$ cat src/rtl/dice_game_ctrl.sv
// Multi-player dice game controller: start, roll, choose and turn control in one FSM.
// Optional build macro BUST_RESET_EN: a bust clears the current player's score.
module dice_game_ctrl #(
    parameter int PLAYERS   = 2,
    parameter int SIDES     = 6,
    parameter int TARGET    = 10,
    parameter int MAX_TURNS = 9,
    parameter int SCORE_W   = 4
) (
    input  logic                       clk,
    input  logic                       rst,
    input  logic                       roll_btn,
    input  logic                       choose_btn,
    input  logic                       choice,
    output logic [3:0]                 num,
    output logic [SCORE_W-1:0]         score,
    output logic [PLAYERS*SCORE_W-1:0] scores,
    output logic [2:0]                 player,
    output logic [3:0]                 turns,
    output logic [2:0]                 state,
    output logic                       won,
    output logic [2:0]                 winner,
    output logic                       game_over
);

    typedef enum logic [2:0] {
        IDLE   = 3'd0,
        ROLL   = 3'd1,
        CHOOSE = 3'd2,
        CHECK  = 3'd3,
        DONE   = 3'd4
    } state_t;

    state_t             state_q, state_d;
    logic               roll_q, roll_d;
    logic               choose_q, choose_d;
    logic [3:0]         cnt_q, cnt_d;
    logic [3:0]         num_q, num_d;
    logic [SCORE_W-1:0] scores_q [PLAYERS];
    logic [SCORE_W-1:0] scores_d [PLAYERS];
    logic [2:0]         player_q, player_d;
    logic [3:0]         turns_q, turns_d;
    logic               won_q, won_d;
    logic [2:0]         winner_q, winner_d;

    logic               roll_fall;
    logic               choose_rise;
    logic [SCORE_W-1:0] cur_score;
    logic [SCORE_W:0]   sum;
    logic               last_player;
    logic [3:0]         turns_inc;

    always_comb begin
        roll_fall   = ~roll_btn & roll_q;
        choose_rise = choose_btn & ~choose_q;
        last_player = (player_q == 3'(PLAYERS - 1));
        turns_inc   = turns_q + 4'd1;

        cur_score = '0;
        for (int unsigned p = 0; p < PLAYERS; p++) begin
            if (player_q == 3'(p)) cur_score = scores_q[p];
        end
        // One extra bit so an overshoot past TARGET is visible as a bust.
        sum = (SCORE_W + 1)'(cur_score) + (SCORE_W + 1)'(num_q);

        state_d  = state_q;
        roll_d   = roll_btn;
        choose_d = choose_btn;
        cnt_d    = cnt_q;
        num_d    = num_q;
        scores_d = scores_q;
        player_d = player_q;
        turns_d  = turns_q;
        won_d    = won_q;
        winner_d = winner_q;

        case (state_q)
            IDLE: begin
                if (roll_fall) begin
                    state_d = ROLL;
                    cnt_d   = 4'd1;
                end
            end
            ROLL: begin
                if (roll_btn) begin
                    cnt_d = (cnt_q == 4'(SIDES)) ? 4'd1 : cnt_q + 4'd1;
                end else if (roll_fall) begin
                    num_d   = cnt_q;
                    state_d = CHOOSE;
                end
            end
            CHOOSE: begin
                if (choose_rise) begin
                    if (choice) begin
                        for (int unsigned p = 0; p < PLAYERS; p++) begin
                            if (player_q == 3'(p)) begin
                                if (sum <= (SCORE_W + 1)'(TARGET)) begin
                                    scores_d[p] = sum[SCORE_W-1:0];
                                end else begin
`ifdef BUST_RESET_EN
                                    scores_d[p] = '0;
`else
                                    scores_d[p] = scores_q[p];
`endif
                                end
                            end
                        end
                    end
                    state_d = CHECK;
                end
            end
            CHECK: begin
                if (cur_score == SCORE_W'(TARGET)) begin
                    won_d    = 1'b1;
                    winner_d = player_q;
                    state_d  = DONE;
                end else if (last_player) begin
                    player_d = '0;
                    turns_d  = turns_inc;
                    if (turns_inc == 4'(MAX_TURNS)) begin
                        state_d = DONE;
                    end else begin
                        state_d = ROLL;
                        cnt_d   = 4'd1;
                    end
                end else begin
                    player_d = player_q + 3'd1;
                    state_d  = ROLL;
                    cnt_d    = 4'd1;
                end
            end
            DONE: begin
                if (roll_fall) begin
                    for (int unsigned p = 0; p < PLAYERS; p++) scores_d[p] = '0;
                    num_d    = '0;
                    turns_d  = '0;
                    player_d = '0;
                    won_d    = 1'b0;
                    winner_d = '0;
                    state_d  = ROLL;
                    cnt_d    = 4'd1;
                end
            end
            default: state_d = IDLE;
        endcase
    end

    always_ff @(posedge clk) begin
        if (rst) begin
            state_q  <= IDLE;
            roll_q   <= 1'b0;
            choose_q <= 1'b0;
            cnt_q    <= 4'd1;
            num_q    <= '0;
            for (int unsigned p = 0; p < PLAYERS; p++) scores_q[p] <= '0;
            player_q <= '0;
            turns_q  <= '0;
            won_q    <= 1'b0;
            winner_q <= '0;
        end else begin
            state_q  <= state_d;
            roll_q   <= roll_d;
            choose_q <= choose_d;
            cnt_q    <= cnt_d;
            num_q    <= num_d;
            for (int unsigned p = 0; p < PLAYERS; p++) scores_q[p] <= scores_d[p];
            player_q <= player_d;
            turns_q  <= turns_d;
            won_q    <= won_d;
            winner_q <= winner_d;
        end
    end

    always_comb begin
        scores = '0;
        for (int unsigned p = 0; p < PLAYERS; p++) begin
            scores[p*SCORE_W +: SCORE_W] = scores_q[p];
        end
    end

    assign num       = num_q;
    assign score     = cur_score;
    assign player    = player_q;
    assign turns     = turns_q;
    assign state     = state_q;
    assign won       = won_q;
    assign winner    = winner_q;
    assign game_over = (state_q == DONE);

endmodule

$ cat config.mk
export PLATFORM = sky130hd
export DESIGN_NAME = dice_game_ctrl
export DESIGN_NICKNAME = d
export VERILOG_FILES = /design/src/rtl/dice_game_ctrl.sv
export SDC_FILE = /design/constraint.sdc
export NUM_CORES = 1
export LEC_CHECK = 0
export CAP_MARGIN = 5
export CORE_MARGIN = 2
export CORE_UTILIZATION = 55
export DETAILED_ROUTE_END_ITERATION = 6
export PLACE_DENSITY = 0.8
export SLEW_MARGIN = 20
export SYNTH_ARGS = -nofsm -noshare
export SYNTH_HDL_FRONTEND = slang
export SYNTH_SLANG_ARGS = --single-unit
$ cat constraint.sdc
create_clock -name clk -period 4.75 [get_ports clk]
set_clock_uncertainty 0.15 [all_clocks]
set_input_delay 0.95 -clock clk [delete_from_list [all_inputs] [get_ports clk]]
set_output_delay 0.95 -clock clk [all_outputs]
set_load 0.1 [all_outputs]
After elaboration in Yosys (flattened, before gate mapping)
Cells that the tools add are included.

Register bits: 32. Latch bits: 0. Bits in writable memories: 0. Bits in read-only memories: 0. Input port bits: 5. Output and inout port bits: 31. Word-level logic and storage cells: 97. Memories kept: 0.

Add/sub/neg operators: 4. Multipliers: 0. Divide/modulo/power cells: 0. Magnitude comparators: 1. Equal/unequal tests: 22. Shift-type cells: 0. Muxes and demuxes: 40. Bitwise operators: 4. Reductions and logical operators: 15.

Operator list (number): $mux W4 (16); $mux W3 (11); $mux W8 (3); $ne A2 B2 Y1 const B (11); $pmux W4 S2 (2); $pmux W8 S2 (1); $pmux W3 S2 (2); $pmux W3 S4 (1); $pmux W4 S3 (1); $reduce_and A4 Y1 (3); $reduce_and A6 Y1 (2); $add A4 B1 Y4 const B (2); $eq A4 B4 Y1 const B (2); $eq A3 B1 Y1 const B (2); $eq A3 B2 Y1 const B (2); $logic_not A3 Y1 (2); $reduce_and A3 Y1 (2); $reduce_bool A2 Y1 (3); $add A4 B4 Y5 (1); $le A5 B4 Y1 const B (1); $reduce_and A5 Y1 (1); $eq A4 B3 Y1 const B (1); $ne A2 B1 Y1 const B (2); $add A3 B1 Y3 const B (1); 8 further kinds (11).

Depth between registers and ports, before layout
Depth after elaboration: 10. Gate-level depth with buffers: 10. Gate-level depth less buffers: 10.

Least setup slack after synthesis
Ideal clock, no wire load.

Path type: reg2reg. Start point: reg player_q[0], in the netlist player[0]. End point: reg scores_q, in the netlist scores[0]. Setup time: 126 ps. Arrival time: 4292 ps. Data required time: 4474 ps. Path slack: 182 ps. Cell stages (with the launch flop): 11. Buffers on the path: 0. Clock period less this slack: 4568 ps. Cell sequence: dfxtp_1 > mux2i_1 > nor2_1 > ha_1 > inv_1 > fa_1 > xnor2_1 > o21ai_0 > mux2i_1 > nor2_2 > mux2i_1.

Word-level cells in the longest chain between the ends: 9. Elaborated cells between the ends (all ways): 14. Classes of those cells: 1 x add/sub; 1 x order compare; 3 x eq/ne; 7 x mux; 2 x reduce/logical.

Ends and longest elaborated chain: start: declaration (line 41) `logic [2:0] player_q, player_d;`; start signal: assignment (line 167) `player_q <= player_d;`; $logic_not A3 Y1 (line 61) `if (player_q == 3'(p)) cur_score = scores_q[p];`; $mux W4 (line 61); $mux W4 (*) (line 61); via score[0] (line 16) `output logic [SCORE_W-1:0] score,`; $add A4 B4 Y5 (*) (line 64) `sum = (SCORE_W + 1)'(cur_score) + (SCORE_W + 1)'(num_q);`; branches (longest 5 deep; another with $le A5 B4 Y1); end: declaration (line 39) `logic [SCORE_W-1:0] scores_q [PLAYERS];`.

Mark *: on every way through the listed nets, which the timed path passes. The select of a mux whose other input is x is not followed. A chain may end at the register's enable or synchronous reset.

Worst setup path after layout
Start point: reg player_q[0], in the netlist player[0]. End point: out score[1].

Word-level cells in the longest chain between the ends: 3. Elaborated cells between the ends (all ways): 4. Classes of those cells: 1 x eq/ne; 2 x mux; 1 x reduce/logical.

Ends and longest elaborated chain (line): $logic_not A3 Y1 (61); $mux W4 (61); $mux W4 (*) (61); end: declaration (16).

Every way passes the cells marked *; elsewhere a longest branch is shown, timed or not.

==> load_flow_metrics.sql <==
INSERT INTO impl_metrics (metric_group, metric, value, unit) VALUES
('outcome', 'status', 'complete, no violations', ''),
('cts', 'clkTransAtPathRegs', '0.11', 'ns'),
('global_routing', 'congestion_overflow_gr', '0', ''),
('logic_synthesis', 'synth_seq_cells', '32', ''),
('die', 'start_util', '56.2', '%'),
('sta', 'timing.final.crit_share', '80.8', '%'),
('power', 'netSwitchingPower', '120', 'uW'),
('routing', 'route.vias.total', '1628', ''),
('finish', 'antennaDiodeCount', '0', ''),
('logic_synthesis', 'asyncSetResetFlopFracSynth', '0', '%'),
('placement', 'dp_hpwl', '3040', 'um'),
('sta', 'fin_setup_tns', '0', 'ns'),
('worst_setup_path', 'worst_ep_arrival_time', '2.74', 'ns'),
('worst_setup_path', 'cp-start-kind', 'flop', ''),
('power', 'worst_ir_drop_vdd', '127', 'uV'),
('placement', 'placedCellCount', '291', ''),
('routing', 'detailedRoute.firstIterationViolations', '128', ''),
('sta', 'rsz_0062_raised_after_global_routing', 'false', ''),
('power', 'combinationalPowerShare', '6.9', '%'),
('placement', 'place_worst_setup_slack', '1.31', 'ns'),
('cts', 'clock_path_buffers', '2', ''),
('worst_setup_path', 'worstSetupStartpoint', 'player[0]', ''),
('hold_path', 'worstHoldPathType', 'reg2reg', ''),
('worst_setup_path', 'reg2reg_launch_point', 'player[0]', ''),
('finish', 'drive_above_1_share', '8.70', '%'),
('power', 'switching_share', '25.4', '%'),
('power', 'power.density_cell_area', '208', 'nW/um^2'),
('global_routing', 'pin_count_of_the_biggest_net_entering_global_routing', '26', ''),
('worst_setup_path', 'cp_max_fo', '16', ''),
('worst_setup_path', 'critPathRequiredTime', '3.65', 'ns'),
('cts', 'cts_root_buf', 'clkbuf_4', ''),
('finish', 'finalCoreUtilization', '69.3', '%'),
('routing', 'antenna_violating_nets_post_route', '0', ''),
('power', 'internal_power', '352', 'uW'),
('global_routing', 'grt_first_pass_wirelength', '6800', 'um'),
('cts', 'tritoncts', 'done', ''),
('routing', 'routedWlPerCell', '13.9', 'um'),
('finish', 'area_growth_syn_to_layout', '23.3', '%'),
('power', 'power.static_leakage', '0.840', 'nW'),
('global_routing', 'track_usage', '24.3', '%'),
('cts', 'cts-htree-levels', '2', ''),
('logic_synthesis', 'mappedNetlistNets', '233', ''),
('routing', 'drt_first_pass_iters', '4', ''),
('sta', 'slew_viol_final', '0', ''),
('finish', 'post_layout_nonfiller_instances', '299', ''),
('routing', 'vias_per_cell', '5.44', ''),
('logic_synthesis', 'synth_enable_flop_cells', '0', ''),
('die', 'placementRows', '21', ''),
('logic_synthesis', 'postSynth.topFlopCell', 'dfxtp_1', ''),
('placement', 'port_buffers', '35', ''),
('sta', 'timing.final.hold_violations', '0', ''),
('sta', 'slew_limit_headroom', '34.8', '%'),
('job', 'max_cap_violations', '0', ''),
('routing', 'totalWireLength', '4160', 'um'),
('power', 'seq_power_share', '57.7', '%'),
('worst_setup_path', 'critical_path_class', 'reg2out', ''),
('logic_synthesis', 'synth_cells', '219', ''),
('global_routing', 'number_of_antenna_violations_at_the_first_check_in_global_routing', '0', ''),
('worst_setup_path', 'slowest_delay', '1.19', 'ns'),
('worst_setup_path', 'crit_path_cells', 'mux2_1, and2_1, clkdlybuf4s50_1', ''),
('logic_synthesis', 'seq_area_frac_synth', '34.7', '%'),
('die', 'core_area', '3280', 'um^2'),
('cts', 'cts_resized', '0', ''),
('logic_synthesis', 'syn_avg_cell_area', '8.42', 'um^2'),
('sta', 'setup_violations', '0', ''),
('hold_path', 'hp-start', 'won', ''),
('cts', 'cts_sinks', '32', ''),
('routing', 'drcViolationCount', '0', ''),
('placement', 'place_congestion', '0.889', ''),
('cts', 'worstSkewPairLatency', '0.35', 'ns'),
('logic_synthesis', 'synth-warning-count', '0', '');
per-stage QoR:
step,power [mW],hold slack (ns),cell area (um^2)
finish,0.472,0.320,2270
global route,0.493,0.356,2270
CTS,0.475,0.326,2270
detailed placement,0.311,0.306,2210
global placement,0.311,0.300,2210
floorplan,0.300,0.330,1840
registers in the layout (all words and copies together), names as in the netlist:
name	flops
scores	8
cnt_q	4
num	4
turns	4
player	3
state	3
winner	3
choose_q	1
roll_q	1
won	1
final timing paths:
check              end  slack [ns]  cells after the start
max           score[1]        0.91                      3
min                won        0.32                      2
max reg2reg  scores[3]        1.66                      9
min reg2reg        won        0.32                      2
cell families (layout without fill, tap and decap cells):
group,count (synthesis),after routing,synth area share (%)
compound gates,41,41,15.1
xor+xnor,5,5,2.37
fa+ha+maj,9,9,6.51
buf+inv,21,55,4.95
flops,32,32,34.7
mux,18,18,9.90
simple gates,93,93,26.5
power groups by stage:
| stage | logic [mW] | clock network, mW | registers [mW] |
|---|---|---|---|
| 6_report | 0.0326 | 0.167 | 0.273 |
| 3_5_place_dp | 0.0322 | 0 | 0.279 |
| 4_1_cts | 0.0325 | 0.170 | 0.273 |
| 2_1_floorplan | 0.0180 | 0 | 0.282 |
| 5_1_grt | 0.0356 | 0.184 | 0.273 |
| 3_3_place_gp | 0.0325 | 0 | 0.279 |
cells in the final DEF, fill, tap and decap left out, drive strengths merged, types with 7 or more instances in the layout:
cell,instances
mux2i,16
o21ai,8
nand2,29
ha,8
inv,10
dfxtp,32
a21oi,18
nor2b,7
clkdlybuf4s50,35
nor2,21
critical path, delay by kind of cell, from the launching register on:
| kind | cells | cell delay [ns] |
|---|---|---|
| AND/OR/NAND/NOR | 1 | 0.29 |
| flip-flops | 1 | 0.69 |
| buffers and inverters | 1 | 1.19 |
| multiplexers | 1 | 0.22 |
synthesized netlist by cell type (2+ instances only):
library cell,number,share of area [%]
a32o_1,2,1.1
o32ai_1,2,0.95
ha_1,8,5.4
a21oi_1,18,4.9
nor2_1,19,3.9
a21o_1,2,0.81
and2_1,2,0.68
clkbuf_1,6,1.2
nor3_1,5,1.4
or3_1,3,1.0
nand3_1,5,1.4
nand4b_1,3,1.4
inv_1,9,1.8
nand2_1,29,5.9
dfxtp_1,32,35
and3_1,2,0.68
o21ai_0,8,2.2
nand2b_1,2,0.68
xnor2_1,4,1.9
nor2b_1,7,2.4
mux2i_1,16,8.7
buf_2,4,1.1
or2_2,2,0.68
area by class of cell:
cell class / instances / area (um^2) / share of cell area [%]
multi-input combinational: 166 / 1110 / 48.9
sequential: 32 / 641 / 28.2
timing repair buffer: 37 / 365 / 16.1
tap: 46 / 57.6 / 2.53
clock buffer: 6 / 51.3 / 2.26
inverter: 10 / 37.5 / 1.65
clock inverter: 2 / 10.0 / 0.440
layer usage:
| layer | track usage (%) | wire length (um) |
|---|---|---|
| met5 | 0 | 0 |
| met4 | 8.21 | 88 |
| met3 | 7.45 | 180 |
| met2 | 35.8 | 1800 |
| met1 | 33.9 | 2090 |
Note: power is estimated with default switching activity, not from simulation.
==> RTL change 1, RTL diff (same settings) <==
Register the inputs `roll_btn`, `choose_btn` and `choice` before use. The logic sees them one clock later.
--- a/src/rtl/dice_game_ctrl.sv
+++ b/src/rtl/dice_game_ctrl.sv
@@ -32,4 +32,14 @@
     } state_t;
 
+    logic roll_btn_q;
+    logic choose_btn_q;
+    logic choice_q;
+
+    always_ff @(posedge clk) begin
+        roll_btn_q   <= roll_btn;
+        choose_btn_q <= choose_btn;
+        choice_q     <= choice;
+    end
+
     state_t             state_q, state_d;
     logic               roll_q, roll_d;
@@ -52,6 +62,6 @@
 
     always_comb begin
-        roll_fall   = ~roll_btn & roll_q;
-        choose_rise = choose_btn & ~choose_q;
+        roll_fall   = ~roll_btn_q & roll_q;
+        choose_rise = choose_btn_q & ~choose_q;
         last_player = (player_q == 3'(PLAYERS - 1));
         turns_inc   = turns_q + 4'd1;
@@ -65,6 +75,6 @@
 
         state_d  = state_q;
-        roll_d   = roll_btn;
-        choose_d = choose_btn;
+        roll_d   = roll_btn_q;
+        choose_d = choose_btn_q;
         cnt_d    = cnt_q;
         num_d    = num_q;
@@ -83,5 +93,5 @@
             end
             ROLL: begin
-                if (roll_btn) begin
+                if (roll_btn_q) begin
                     cnt_d = (cnt_q == 4'(SIDES)) ? 4'd1 : cnt_q + 4'd1;
                 end else if (roll_fall) begin
@@ -92,5 +102,5 @@
             CHOOSE: begin
                 if (choose_rise) begin
-                    if (choice) begin
+                    if (choice_q) begin
                         for (int unsigned p = 0; p < PLAYERS; p++) begin
                             if (player_q == 3'(p)) begin
Check against the original RTL: not equivalent (Yosys sat finds a counterexample within 4 cycles, from zero or initial values and one cycle with rst high).
==> RTL change 1 against the unedited design <==
  * Cell count shrank 5.0%
  * Routed wire length grew 5.0%
  * Sequential cell count grew 3
  * Power grew 11%
  * Worst setup slack gained 0.19 ns
  * Area after synthesis grew 1.0%
  * Die area grew 0.96%
  * Final area grew 0.94%
  * Critical path depth is the same
  * Largest cell class unchanged
==> RTL change 1: results (changes against the unedited design) <==
[synthesis]
ys_async_sr_fraction_pct=0  ; unchanged
postSynthCellCount=202  ; -7.8%
synth_nets=216  ; -7.3%
synth_common_cells=dfxtp_1, mux2i_1, nand2_1
synth-seq-area-share_pct=37.6  ; +2.9 points
ys_top_cells_by_area=dfxtp_1, mux2i_1, ha_1

[drt]
drt-vias-per-instance=5.60  ; +2.9%
wl_per_cell_um=15.4  ; +10%
wl_met1_mm=1.94  ; -7.3%
top_layer=met4
wl_met2_mm=2.20  ; +23%
drt-total-wl_mm=4.36  ; +5.0%
dr.first_iter.drc_count=85  ; -34%
route.met3.wl_um=161  ; -11%
drc=0  ; unchanged

[placed_design]
gp_congestion=0.829  ; -6.8%
dp_hpwl_mm=3.17  ; +4.5%
post-place-ws_ns=1.51  ; +0.206 ns
dp.cells=276  ; -5.2%
placed_area_um2=2230  ; +0.62%
numPortBuffers=35  ; unchanged

[grt]
grt_util_all_layers_pct=24.8  ; +0.46 points
grt_pass1_vias=1590  ; +10%
grtUsageMet2_pct=43.1  ; +7.3 points
globalRouteMet3Util_pct=5.80  ; -1.7 points
grt_pass1_wl_mm=7.63  ; +12%
met1_usage_pct=30.2  ; -3.7 points
grt_max_degree=28  ; +7.7%

[power]
intPower_mw=0.395  ; +12%
p_leak_nw=0.867  ; +3.2%
ir_worst_vdd_mv=0.227  ; +78%
power.switching_mw=0.128  ; +6.5%
comb_power_mw=0.0308  ; -6%
power_frac_seq_pct=57.5  ; -0.2 points

[layout]
drive_gt1_share_pct=8.82  ; +0.13 points
nFillCells=271  ; -3.9%
layout.nets=251  ; -5.6%
syn_to_final_growth_pct=23.2  ; about the same

[worst_setup_path]
crit_arrival_ns=2.55  ; -0.19 ns
max_stage_delay_ns=1.16  ; -0.03 ns
worstPathMaxFanout=11  ; -5
slowest_stage=clkdlybuf4s50_1

[clocking]
root_buffer=clkbuf_4
htreeDepth=2  ; unchanged
clk_pin_slew_ns=0.11  ; about the same
cts-buffers-inserted=5  ; unchanged

[run_status]
status=finished clean

[sta]
relSlewSlack_pct=33.8  ; -1.0 points

[min_path]
hold_path_class=reg -> reg

## RTL change 1: cell families (layout without fill, tap and decap cells)
family	Yosys count	count (layout)	synth area share [%]
compound gates	30	30	11.0
simple gates	89	89	28.4
mux	18	18	9.80
buf+inv	16	52	4.37
fa+ha+maj	9	9	6.45
xor+xnor	5	5	2.35
flops	35	35	37.6
## RTL change 1: layout make-up
class                           count  share of cell area [%]
Clock buffer                        8                    3.00
Sequential cell                    35                    30.5
Tap cell                           46                    2.51
Timing Repair Buffer               36                    15.6
Inverter                            8                    1.31
Multi-Input combinational cell    151                    47.1
## RTL change 1: path summary, 6_finish.rpt
path / start / to / slack, ns / cells past startpoint
max reg2reg: player[0] / scores[2] / 1.65 / 9
max: player[0] / score[1] / 1.10 / 3
min reg2reg: won / won / 0.32 / 2
min: won / won / 0.32 / 2
==> RTL change 2, RTL diff (config.mk and constraints unchanged) <==
Made on the original files. Add a define of `BUST_RESET_EN`.
--- a/src/rtl/dice_game_ctrl.sv
+++ b/src/rtl/dice_game_ctrl.sv
@@ -1,4 +1,6 @@
 // Multi-player dice game controller: start, roll, choose and turn control in one FSM.
 // Optional build macro BUST_RESET_EN: a bust clears the current player's score.
+`define BUST_RESET_EN
+
 module dice_game_ctrl #(
     parameter int PLAYERS   = 2,
Behaviour: same outputs for any inputs over 10 cycles, from zero or initial values and one cycle with rst high; that may be too few to reach the edited logic, so the function may still have changed.
==> RTL change 2 against the unedited design <==
  * Global-route usage is 1.4 points lower
  * Worst setup slack better by 0.067 ns
  * Final area grew 2.1%
  * Routed wire length rose by 6.2%
  * Register-to-register slack gained 0.21 ns
  * Area after synthesis is 3.5% higher
  * Combinational power up 28%
  * Sequential cell count stayed put
  * Power hardly changed
  * Clock power fell by 7%
  * Critical endpoint is now game_over
  * Highest routed layer unchanged
==> RTL change 2: results (changes against the unedited design) <==
[grt]
grt_pass1_vias=1554  ; +7.6%
antenna_found_initial=0  ; unchanged
grt_max_degree=35  ; +35%
grt_pass1_wl_mm=7.21  ; +6.1%
grt_util_all_layers_pct=22.9  ; -1.4 points

[placed_design]
gp_congestion=0.890  ; about the same
numPortBuffers=35  ; unchanged
placed_area_um2=2270  ; +2.7%
dp_hpwl_mm=3.26  ; +7.1%

[worst_setup_path]
max_stage_delay_ns=1.16  ; -0.03 ns
crit_arrival_ns=2.67  ; -0.07 ns
worstPathMaxFanout=13  ; -3

[synthesis]
synth_nets=234  ; +0.43%
synth_common_cells=dfxtp_1, nor2_1, a21oi_1, nand2_1
yosys.cell_types.count=54  ; +3.8%
yosys_warnings=0  ; unchanged
ys_async_sr_fraction_pct=0  ; unchanged
synth-seq-area-share_pct=33.6  ; -1.2 points
ys_top_cells_by_area=dfxtp_1, ha_1, nand3b_1

[run_status]
status=finished clean

[layout]
largest_reg_flops=8  ; unchanged
drive_gt1_share_pct=9.06  ; +0.36 points
antenna_cells=0  ; unchanged
nFillCells=282  ; unchanged
layout.nets=268  ; +0.75%

[clocking]
cts-buffers-inserted=5  ; unchanged
worstSkewPairLatency_ns=0.36
clk_pin_slew_ns=0.11  ; about the same
cts.path.max_buffers=2  ; unchanged
post_cts_buffers=0  ; unchanged
cts.repair.resized=0  ; unchanged
root_buffer=clkbuf_4

[sta]
worst_pin_slew_ns=0.982  ; +0.00751 ns

[job]
drv_cap=0  ; unchanged

[power]
power.switching_mw=0.132  ; +9.9%
ir_worst_vdd_mv=0.191  ; +50%
p_leak_nw=0.856  ; +1.8%

[drt]
dr.first_iter.drc_count=75  ; -41%
vias=1688  ; +3.7%
first_pass_iters=4  ; unchanged
drt-total-wl_mm=4.42  ; +6.2%

==> RTL change 2: cell count changes after synthesis, sizes merged, moves of 5 or more <==
| cell | change |
|---|---|
| a21oi | -5 |
| and2 | +5 |
| mux2i | -9 |
| nand2 | -15 |
| nand3 | +5 |
| nand3b | +9 |
| o31ai | +6 |
==> RTL change 2: path summary, 6_finish.rpt <==
check / to / slack [ns] / depth (start not counted) / start
worst max-delay path: game_over / 0.98 / 4 / state[0]
worst max register to register: scores[2] / 1.87 / 10 / player[1]
worst min register to register: winner[2] / 0.33 / 1 / winner[2]
worst min-delay path: winner[2] / 0.33 / 1 / winner[2]
==> RTL change 2: layout make-up <==
cell class / count / area, µm² / area share (%)
tap: 46 / 57.6 / 2.48
multi-input combinational: 166 / 1160 / 49.9
inverter: 11 / 41.3 / 1.78
clock buffer: 5 / 37.5 / 1.62
clock inverter: 2 / 12.5 / 0.539
timing repair buffer: 38 / 373 / 16.1
sequential: 32 / 641 / 27.6
==> RTL change 2: cells by family (layout without fill, tap and decap cells) <==
logic type / Yosys count / after routing / share of synthesized area, %
compound gates: 52 / 52 / 19.5
xor+xnor: 3 / 3 / 1.38
fa+ha+maj: 9 / 9 / 6.30
buf+inv: 22 / 56 / 5.77
flops: 32 / 32 / 33.6
mux: 9 / 9 / 5.05
simple gates: 93 / 93 / 28.5
==> RTL change 2: metal layers <==
metal	GRT usage [%]	routed length (µm)	up-vias
met1	32.0	2170	772
met4	9.44	66	0
met2	34.2	1930	39
met3	4.68	245	8
li1	-	-	869
met5	0	0	-
==> RTL change 2: power groups by stage <==
| stage | Combinational [mW] | Clock, mW | Sequential, mW |
|---|---|---|---|
| 2_1_floorplan | 0.0213 | 0 | 0.290 |
| 3_3_place_gp | 0.0412 | 0 | 0.281 |
| 3_5_place_dp | 0.0415 | 0 | 0.281 |
| 4_1_cts | 0.0416 | 0.153 | 0.275 |
| 5_1_grt | 0.0445 | 0.166 | 0.276 |
| 6_report | 0.0416 | 0.155 | 0.275 |
==> RTL change 2: metrics by stage <==
stage	total power [mW]	setup WS, ns	instances
after floorplan	0.311	0.409	220
after global placement	0.322	1.42	293
after detailed placement	0.323	1.40	293
after CTS	0.470	1.01	300
after global routing	0.487	0.844	300
final	0.472	0.980	300
